## src/rtl/mc_control_unit.sv

```systemverilog
// rtl/mc_control_unit.sv - multi-cycle FETCH/DECODE/EXEC/MEM/WB control FSM for the single datapath
// Optional jump support is compiled in with the CTRL_JUMP_EN macro.
module mc_control_unit #(
  parameter int OPCODE_WIDTH = 6,
  parameter int CNT_WIDTH    = 32
) (
  input  logic                    c_clk,
  input  logic                    c_rst,
  input  logic                    c_i_start,
  input  logic                    c_i_halt,
  input  logic [OPCODE_WIDTH-1:0] c_i_opcode,
  output logic                    c_o_ce,
  output logic                    c_o_RegDst,
  output logic                    c_o_RegWrite,
  output logic                    c_o_ALUSrc,
  output logic                    c_o_Branch,
  output logic                    c_o_MemRead,
  output logic                    c_o_MemWrite,
  output logic                    c_o_MemtoReg,
  output logic                    c_o_busy,
  output logic                    c_o_illegal,
  output logic [CNT_WIDTH-1:0]    c_o_retired
);

  localparam logic [OPCODE_WIDTH-1:0] OP_RTYPE = OPCODE_WIDTH'(6'b000000);
  localparam logic [OPCODE_WIDTH-1:0] OP_LW    = OPCODE_WIDTH'(6'b100011);
  localparam logic [OPCODE_WIDTH-1:0] OP_SW    = OPCODE_WIDTH'(6'b101011);
  localparam logic [OPCODE_WIDTH-1:0] OP_BEQ   = OPCODE_WIDTH'(6'b000100);
  localparam logic [OPCODE_WIDTH-1:0] OP_ADDI  = OPCODE_WIDTH'(6'b001000);
`ifdef CTRL_JUMP_EN
  localparam logic [OPCODE_WIDTH-1:0] OP_J     = OPCODE_WIDTH'(6'b000010);
`endif

  typedef enum logic [2:0] {
    S_IDLE,
    S_FETCH,
    S_DECODE,
    S_EXEC,
    S_MEM,
    S_WB,
    S_TRAP
  } state_e;

  state_e                  state_q, state_d;
  logic [OPCODE_WIDTH-1:0] opcode_q, opcode_d;
  logic                    illegal_q, illegal_d;
  logic [CNT_WIDTH-1:0]    retired_q, retired_d;
  logic                    retire;

  function automatic logic op_legal(input logic [OPCODE_WIDTH-1:0] op);
    logic ok;
    ok = 1'b0;
    case (op)
      OP_RTYPE, OP_LW, OP_SW, OP_BEQ, OP_ADDI: ok = 1'b1;
`ifdef CTRL_JUMP_EN
      OP_J:                                    ok = 1'b1;
`endif
      default:                                 ok = 1'b0;
    endcase
    return ok;
  endfunction

  // State, latched opcode, sticky trap flag and retire counter; reset overrides everything.
  always_ff @(posedge c_clk) begin
    if (c_rst) begin
      state_q   <= S_IDLE;
      opcode_q  <= '0;
      illegal_q <= 1'b0;
      retired_q <= '0;
    end else begin
      state_q   <= state_d;
      opcode_q  <= opcode_d;
      illegal_q <= illegal_d;
      retired_q <= retired_d;
    end
  end

  // Next-state sequencing; the final state of each instruction raises retire.
  always_comb begin
    state_d   = state_q;
    opcode_d  = opcode_q;
    illegal_d = illegal_q;
    retire    = 1'b0;
    case (state_q)
      S_IDLE: begin
        if (c_i_start && !c_i_halt) state_d = S_FETCH;
      end
      S_FETCH: state_d = S_DECODE;
      S_DECODE: begin
        opcode_d = c_i_opcode;
        if (op_legal(c_i_opcode)) begin
          state_d = S_EXEC;
        end else begin
          state_d   = S_TRAP;
          illegal_d = 1'b1;
        end
      end
      S_EXEC: begin
        case (opcode_q)
          OP_RTYPE, OP_ADDI: state_d = S_WB;
          OP_LW, OP_SW:      state_d = S_MEM;
          default:           retire  = 1'b1;  // beq and j finish in EXEC
        endcase
      end
      S_MEM: begin
        if (opcode_q == OP_LW) state_d = S_WB;
        else                   retire  = 1'b1;
      end
      S_WB:    retire  = 1'b1;
      S_TRAP:  state_d = S_TRAP;
      default: state_d = S_IDLE;
    endcase
    if (retire) state_d = c_i_halt ? S_IDLE : S_FETCH;
    retired_d = retire ? retired_q + CNT_WIDTH'(1) : retired_q;
  end

  // Moore output decode from the state register and latched opcode only.
  always_comb begin
    c_o_ce       = 1'b0;
    c_o_RegDst   = 1'b0;
    c_o_RegWrite = 1'b0;
    c_o_ALUSrc   = 1'b0;
    c_o_Branch   = 1'b0;
    c_o_MemRead  = 1'b0;
    c_o_MemWrite = 1'b0;
    c_o_MemtoReg = 1'b0;
    case (state_q)
      S_FETCH: c_o_ce = 1'b1;
      S_EXEC: begin
        c_o_ALUSrc = (opcode_q == OP_LW) || (opcode_q == OP_SW) || (opcode_q == OP_ADDI);
`ifdef CTRL_JUMP_EN
        c_o_Branch = (opcode_q == OP_BEQ) || (opcode_q == OP_J);
`else
        c_o_Branch = (opcode_q == OP_BEQ);
`endif
      end
      S_MEM: begin
        c_o_MemRead  = (opcode_q == OP_LW);
        c_o_MemWrite = (opcode_q != OP_LW);
      end
      S_WB: begin
        c_o_RegWrite = 1'b1;
        c_o_RegDst   = (opcode_q == OP_RTYPE);
        c_o_MemtoReg = (opcode_q == OP_LW);
      end
      default: ;
    endcase
  end

  assign c_o_busy    = (state_q != S_IDLE) && (state_q != S_TRAP);
  assign c_o_illegal = illegal_q;
  assign c_o_retired = retired_q;

endmodule

```

## config.mk

```make
export PLATFORM = sky130hd
export DESIGN_NAME = mc_control_unit
export DESIGN_NICKNAME = d
export VERILOG_FILES = /design/src/rtl/mc_control_unit.sv
export SDC_FILE = /design/constraint.sdc
export NUM_CORES = 1
export LEC_CHECK = 0
export CAP_MARGIN = 20
export CORE_MARGIN = 4
export CORE_UTILIZATION = 45
export DETAILED_ROUTE_END_ITERATION = 8
export GPL_ROUTABILITY_DRIVEN = 1
export PLACE_DENSITY = 0.76
export REMOVE_ABC_BUFFERS = 1
export SLEW_MARGIN = 10
export SYNTH_ARGS = -nofsm -noshare
export SYNTH_HDL_FRONTEND = slang
export SYNTH_SLANG_ARGS = --single-unit
```

## constraint.sdc

```tcl
create_clock -name c_clk -period 1.82 [get_ports c_clk]
set_clock_uncertainty 0.1 [all_clocks]
set_input_delay 0.364 -clock c_clk [delete_from_list [all_inputs] [get_ports c_clk]]
set_output_delay 0.364 -clock c_clk [all_outputs]
set_load 0.01 [all_outputs]
```

==> out/results.txt <==
Skew-Pair Late Insertion Delay: 0.30 ns
RR Startpoint: opcode_q[4]$_SDFFE_PP0P_
Ant diodes: 0
Synth warn: 0
DRT iter0 DRCs: 264
WP data arrival: 2.16 ns
Required @ worst endpoint: 1.97 ns
GRT Util Overall: 20.5%
CTS HTree Levels: 2
Post-synthesis cell area: 0.00224 mm2
First-pass GRT wire length: 10400 um
Pre-CTS setup slack: -0.208 ns
DIE HEIGHT: 78.5 um
Top FF cell, synth: dfxtp_1
Count leader, synth: dfxtp_1
Clk sinks: 42
Cell accounting for the most synthesized area: dfxtp_1
Synth cell types: 53
WP buf/inv: 2
Crit path kind: reg2reg
ANT nets after route: 0
Area of the multi-input gates: 0.00166 mm2
FF+latch area: 865 um2
CTS Hold Bufs: 0
Slack of the critical path: -0.197 ns
Critical Path Source Type: flip-flop
Via total after detailed routing: 2698
Leakage: 1.68 nW
Final net count: 407
Number of flops mapped to enable cells by yosys: 0
Pint: 0.00179 W
Flop-to-flop setup slack: -0.20 ns
Slowest-stage cell, CP: a32oi_2
Outcome: complete, but fails checks
# Max-Cap Violations: 0
Clock root buffer: clkbuf_8
Part of the power in the clock network: 24.3%
Top post-synthesis cells by area: dfxtp_1 (38%), a21oi_1 (7.2%), or3_1 (5.3%), nor2_1 (4.5%), o21ai_0 (4.0%)
Total grt overflow: 0
RSZ-0062 raised after global routing: true
Clock-pin transition on the worst setup and hold timing paths: 0.10 ns
DIE AREA: 0.00617 mm2
Max clock buf depth: 2
Port buffer count: 51
Slew @ Worst Pin: 0.495 ns
Crit end category: flip-flop
CP Cell Sequence: nor2_2 -> buf_4 -> o21ai_4 -> buf_6 -> a32oi_2 -> o21ai_0 -> a21oi_2
Sequential Power Share: 37.9%
Hold crit path type: reg2reg
Worst r2r dst: c_o_retired[19]$_SDFFE_PP0P_
Top Family by Delay on Critical Path: compound AO/OA/AOI/OAI gates
Syn_area_per_cell: 8.39 um2
CP startpoint: opcode_q[4]$_SDFFE_PP0P_
Fill cell count: 277
Fmax: 0.496 GHz
Routed length per placed instance: 17.3 um
Syn Inst Count: 267
DRT Pass-1 Iters: 4
Hold endpoint: c_o_illegal$_SDFFE_PP0P_
CTS tree: done
Row count: 25
Yosys reg bits: 42
Fin. max-slew vios: 0
Final-report setup violation count: 36
Most instantiated cells after synthesis: dfxtp_1 (42), a21oi_1 (32), nor2_1 (27), or3_1 (19), o21ai_0 (18)
Core area: 0.00479 mm2
Crit Path Max Fanout: 7
Violated checks: negative setup slack
Switching share of power: 35.0%
Minimum clock period: 2.02 ns
HPWL after detailed placement: 4530 um
Number of I/O pins: 52
Routed WL: 8040 um
CTS buffer count: 5
Tcrit/Tclk final: 111%
Switching power: 0.000965 W
Sequential fraction of the synthesis area: 37.5%
Reg2Reg Depth: 7
Final hold vios: 0
DRC: 0
Comb pwr share: 37.8%
Top-area cell type share of the netlist area: 37.5%
Total power: 0.00276 W
Vias in the first global route: 2402
Rel. slew slack: 67.0%
Cell area power density: 699 mW/mm2
Die width: 78.5 um
Worst hold stages: 2
Initial core utilization: 46.8%
Hold_sp: c_o_illegal$_SDFFE_PP0P_
Gpl congestion: 0.850
Area Overhead vs Synth: 76.3%
Worst stage delay on the critical path: 0.46 ns
Layout cell share with drive strength beyond 1: 47.9%
Post-synth ARST share: 0%
Drt via density: 5.81
Initial antenna violation count: 0
Pin count of the biggest net entering global routing: 26
Peak supply drop: 0.690 mV
==> state kept, by name, summed over array words and instances (netlist names) <==
| signal | flops |
|---|---|
| c_o_illegal | 1 |
| c_o_retired | 32 |
| opcode_q | 6 |
| state_q | 3 |
==> power groups by stage <==
| stage | Sequential (W) | Combinational (W) | Clock [W] |
|---|---|---|---|
| final | 0.00105 | 0.00104 | 0.000669 |
| after global routing | 0.00105 | 0.00110 | 0.000714 |
| after CTS | 0.00104 | 0.000883 | 0.000663 |
| after detailed placement | 0.00104 | 0.000833 | 0 |
| after global placement | 0.00104 | 0.000821 | 0 |
| after floorplan | 0.00108 | 0.000386 | 0 |
==> worst min-delay path, delay by kind of cell (launching register included) <==
kind,cells,cell delay (ns)
flops,1,0.34
simple gates,2,0.12
==> worst max-delay path by stage <==
stage                                   end  slack [ns]  cells after the start
2_1_floorplan  c_o_retired[20]$_SDFFE_PP0P_       -0.03                      5
3_3_place_gp                     c_o_RegDst       -0.19                      6
3_5_place_dp        state_q[0]$_SDFFE_PP0P_       -0.21                      5
4_1_cts         c_o_retired[6]$_SDFFE_PP0P_       -0.11                      7
5_1_grt        c_o_retired[19]$_SDFFE_PP0P_       -0.25                      7
6_report       c_o_retired[19]$_SDFFE_PP0P_       -0.20                      7
==> cell usage in the layout, fill, tap and decap left out, types with 3 or more instances in the layout <==
cell type,count
a21oi_1,18
a21oi_2,14
buf_12,3
buf_2,8
buf_4,66
buf_6,13
clkbuf_8,5
clkdlybuf4s50_1,30
dfxtp_1,23
dfxtp_2,19
dlymetal6s2s_1,12
inv_1,9
inv_6,3
mux2i_1,7
nand2_1,13
nand3_1,9
nand4_1,4
nor2_1,24
nor2_4,3
nor3_2,6
o21ai_0,18
o41ai_2,3
or3_1,13
or3_4,6
or4b_4,3
==> metrics by stage <==
step	setup TNS (ns)	util (%)	hold WS (ns)	area, um2	std cells
after detailed placement	-3.11	68.3	0.363	3270	434
after global placement	-1.84	68.3	0.359	3270	434
after CTS	-1.50	72.5	0.390	3470	446
after floorplan	-0.166	-	0.333	2170	254
final	-3.29	82.5	0.386	3950	464
after global routing	-5.36	82.5	0.410	3950	464
==> layout make-up <==
type                    instances  area share [%]
multi-input cells             203            42.0
repair buffers                133            30.6
clock buffers                   5            1.74
inverters                      11            1.05
well taps                      67            2.12
clock inverters                 3           0.665
flip-flops and latches         42            21.9
==> kinds of logic after synthesis <==
kind of cell | Yosys count | synth area share, %
xor gates and xnor gates | 3 | 1.17
and+or+nand+nor | 115 | 29.5
adders and majority gates | 1 | 0.559
buffers and inverters | 24 | 4.92
muxes | 8 | 3.63
AOI/OAI and AO/OA | 74 | 22.7
DFF | 42 | 37.5
==> layer usage <==
layer | vias up | global-route usage [%] | part of all wire, %
met4 | 0 | 6.64 | 2.0
li1 | 1261 | - | -
met1 | 1300 | 23.4 | 40
met5 | - | 0 | 0
met2 | 118 | 38.2 | 52
met3 | 19 | 3.67 | 5.8
==> what timing repair did <==
action                                  4_1_cts  5_1_grt
resized for setup                            64       88
gates cloned                                  0        2
pin swaps                                     8       42
endpoints found under the setup margin       36       55
setup buffers                                 4       16
Note: power is estimated with default switching activity, not from simulation.
==> RTL edit, RTL diff (same flow settings) <==
`OPCODE_WIDTH`: 6 -> 4.
--- a/src/rtl/mc_control_unit.sv
+++ b/src/rtl/mc_control_unit.sv
@@ -3,3 +3,3 @@
 module mc_control_unit #(
-  parameter int OPCODE_WIDTH = 6,
+  parameter int OPCODE_WIDTH = 4,
   parameter int CNT_WIDTH    = 32
Interface: changed (resized c_i_opcode); port bits go from 52 to 50. No check against the original RTL was run, so the function may have changed too.
==> RTL edit against the original RTL <==
The flow still finishes with violations (setup timing). Area after synthesis is 7.2% lower. Final area is 4.8% lower. Routed wire length is 0.16% lower. Worst setup slack worse by 0.0071 ns. Sequential cell count is 2 lower. Synthesized cell count is 10% lower. Critical path depth is 1 lower. Total power is 23% lower. Core utilization is 2.7 points higher.
==> RTL edit: results (changes against the original RTL) <==
[grt]
grt_max_degree=29  ; was 26
grt_use_total_pct=21.6  ; was 20.5%
grt_pass1_vias=2276  ; was 2402
grt_pass1_wl_mm=10.5  ; was 10.4 mm

[run_status]
violations=setup timing  ; unchanged
status=complete, but fails checks  ; unchanged

[synth]
synth_common_cells=dfxtp_1, nor2_1, a21oi_1, nand2_1, xnor2_1  ; was dfxtp_1, a21oi_1, nor2_1, or3_1, o21ai_0
avgSynthCellArea_um2=8.70  ; was 8.39 um^2
yosys-top-cells-area=dfxtp_1, xnor2_1, nor2_1, a21oi_1, a211oi_1  ; was dfxtp_1, a21oi_1, or3_1, nor2_1, o21ai_0
seq_area_frac_synth_pct=38.5  ; was 37.5%
ys_types=42  ; was 53

[sta]
setup_viol=23  ; was 36
fin_setup_tns_ns=-1.84  ; was -3.29 ns
timing.hold.ws_ns=0.357  ; was 0.386 ns
fin_ws_ns=-0.204  ; was -0.197 ns
tightest_slew_ns=0.353  ; was 0.495 ns

[setup_path]
max_stage_delay_ns=0.48  ; was 0.46 ns
r2r-start=c_o_retired[5]$_SDFFE_PP0P_  ; was opcode_q[4]$_SDFFE_PP0P_
timing.rr.end=c_o_retired[30]$_SDFFE_PP0P_  ; was c_o_retired[19]$_SDFFE_PP0P_
cp_slowest_cell=a2111o_1  ; was a32oi_2
r2r_cells=6  ; was 7

[routing]
wirelength_met1_mm=3.33  ; was 3.19 mm
wl_met2_mm=4.12  ; was 4.22 mm
dr.first_iter.drc_count=154  ; was 264
avgRoutedWirePerCell_um=18.5  ; was 17.3 um

[power_and_ir_drop]
p_leak_nw=1.46  ; was 1.68 nW

[final_layout]
drive_gt1_share_pct=50.3  ; was 47.9%
num-nets-final=390  ; was 407

[placed_design]
place.gp.congestion=0.803  ; was 0.850
dp_hpwl_mm=4.19  ; was 4.53 mm
placed_cell_area_um2=3100  ; was 3270 um^2

RTL edit: metal layers:
layer | up-vias | global-route usage [%]
met3 | 25 | 5.69
met4 | 0 | 6.58
met2 | 106 | 37.2
met1 | 1242 | 26.2
met5 | - | 0
li1 | 1142 | -
RTL edit: what timing repair did:
action | CTS | global route
buffers inserted | 8 | 22
pin swaps | 5 | 31
gates resized for setup | 71 | 76
setup endpoints to repair | 23 | 46
endpoints found under the hold margin | 0 | 0
RTL edit: final cells by class:
type,instances,area (um^2),area share (%)
clock buffer,8,90.1,2.40
inverter,9,37.5,0.998
multi-input combinational,180,1500,39.8
sequential,40,833,22.2
tap,52,65.1,1.73
timing repair buffer,145,1240,32.9
RTL edit: worst max-delay path, delay by kind of cell (launching register included):
kind	cells	cell delay, ns
AND/OR/NAND/NOR	3	0.76
AO/OA/AOI/OAI	2	0.62
flip-flops	1	0.35
buffers and inverters	1	0.13
RTL edit: how the worst max path moves through the flow:
stage,from,end,slack (ns)
final,c_o_retired[5]$_SDFFE_PP0P_,c_o_retired[30]$_SDFFE_PP0P_,-0.20
after CTS,opcode_q[0]$_SDFFE_PP0P_,c_o_ALUSrc,-0.24
after global routing,c_o_retired[5]$_SDFFE_PP0P_,c_o_retired[30]$_SDFFE_PP0P_,-0.25
after global placement,opcode_q[0]$_SDFFE_PP0P_,c_o_ALUSrc,-0.22
after detailed placement,opcode_q[0]$_SDFFE_PP0P_,c_o_ALUSrc,-0.28
after floorplan,c_o_retired[2]$_SDFFE_PP0P_,c_o_retired[25]$_SDFFE_PP0P_,-0.29
RTL edit: cell families after synthesis:
family          count (synthesis)  synth area share, %
compound gates                 52                 18.2
xor+xnor                       19                 8.37
fa+ha+maj                       1                0.602
buf+inv                        19                 4.39
flops                          40                 38.5
mux                             9                 4.58
simple gates                   99                 25.3
RTL edit: power by group:
part | internal [mW] | total (mW) | switching (mW)
Sequential | 0.912 | 0.951 | 0.0395
Clock | 0.309 | 0.620 | 0.311
Combinational | 0.290 | 0.555 | 0.265
RTL edit: metrics by stage:
stage / setup WS (ns) / power, mW
global placement: -0.219 / 1.34
CTS: -0.243 / 1.99
detailed placement: -0.281 / 1.35
finish: -0.204 / 2.13
floorplan: -0.286 / 1.12
global route: -0.252 / 2.21
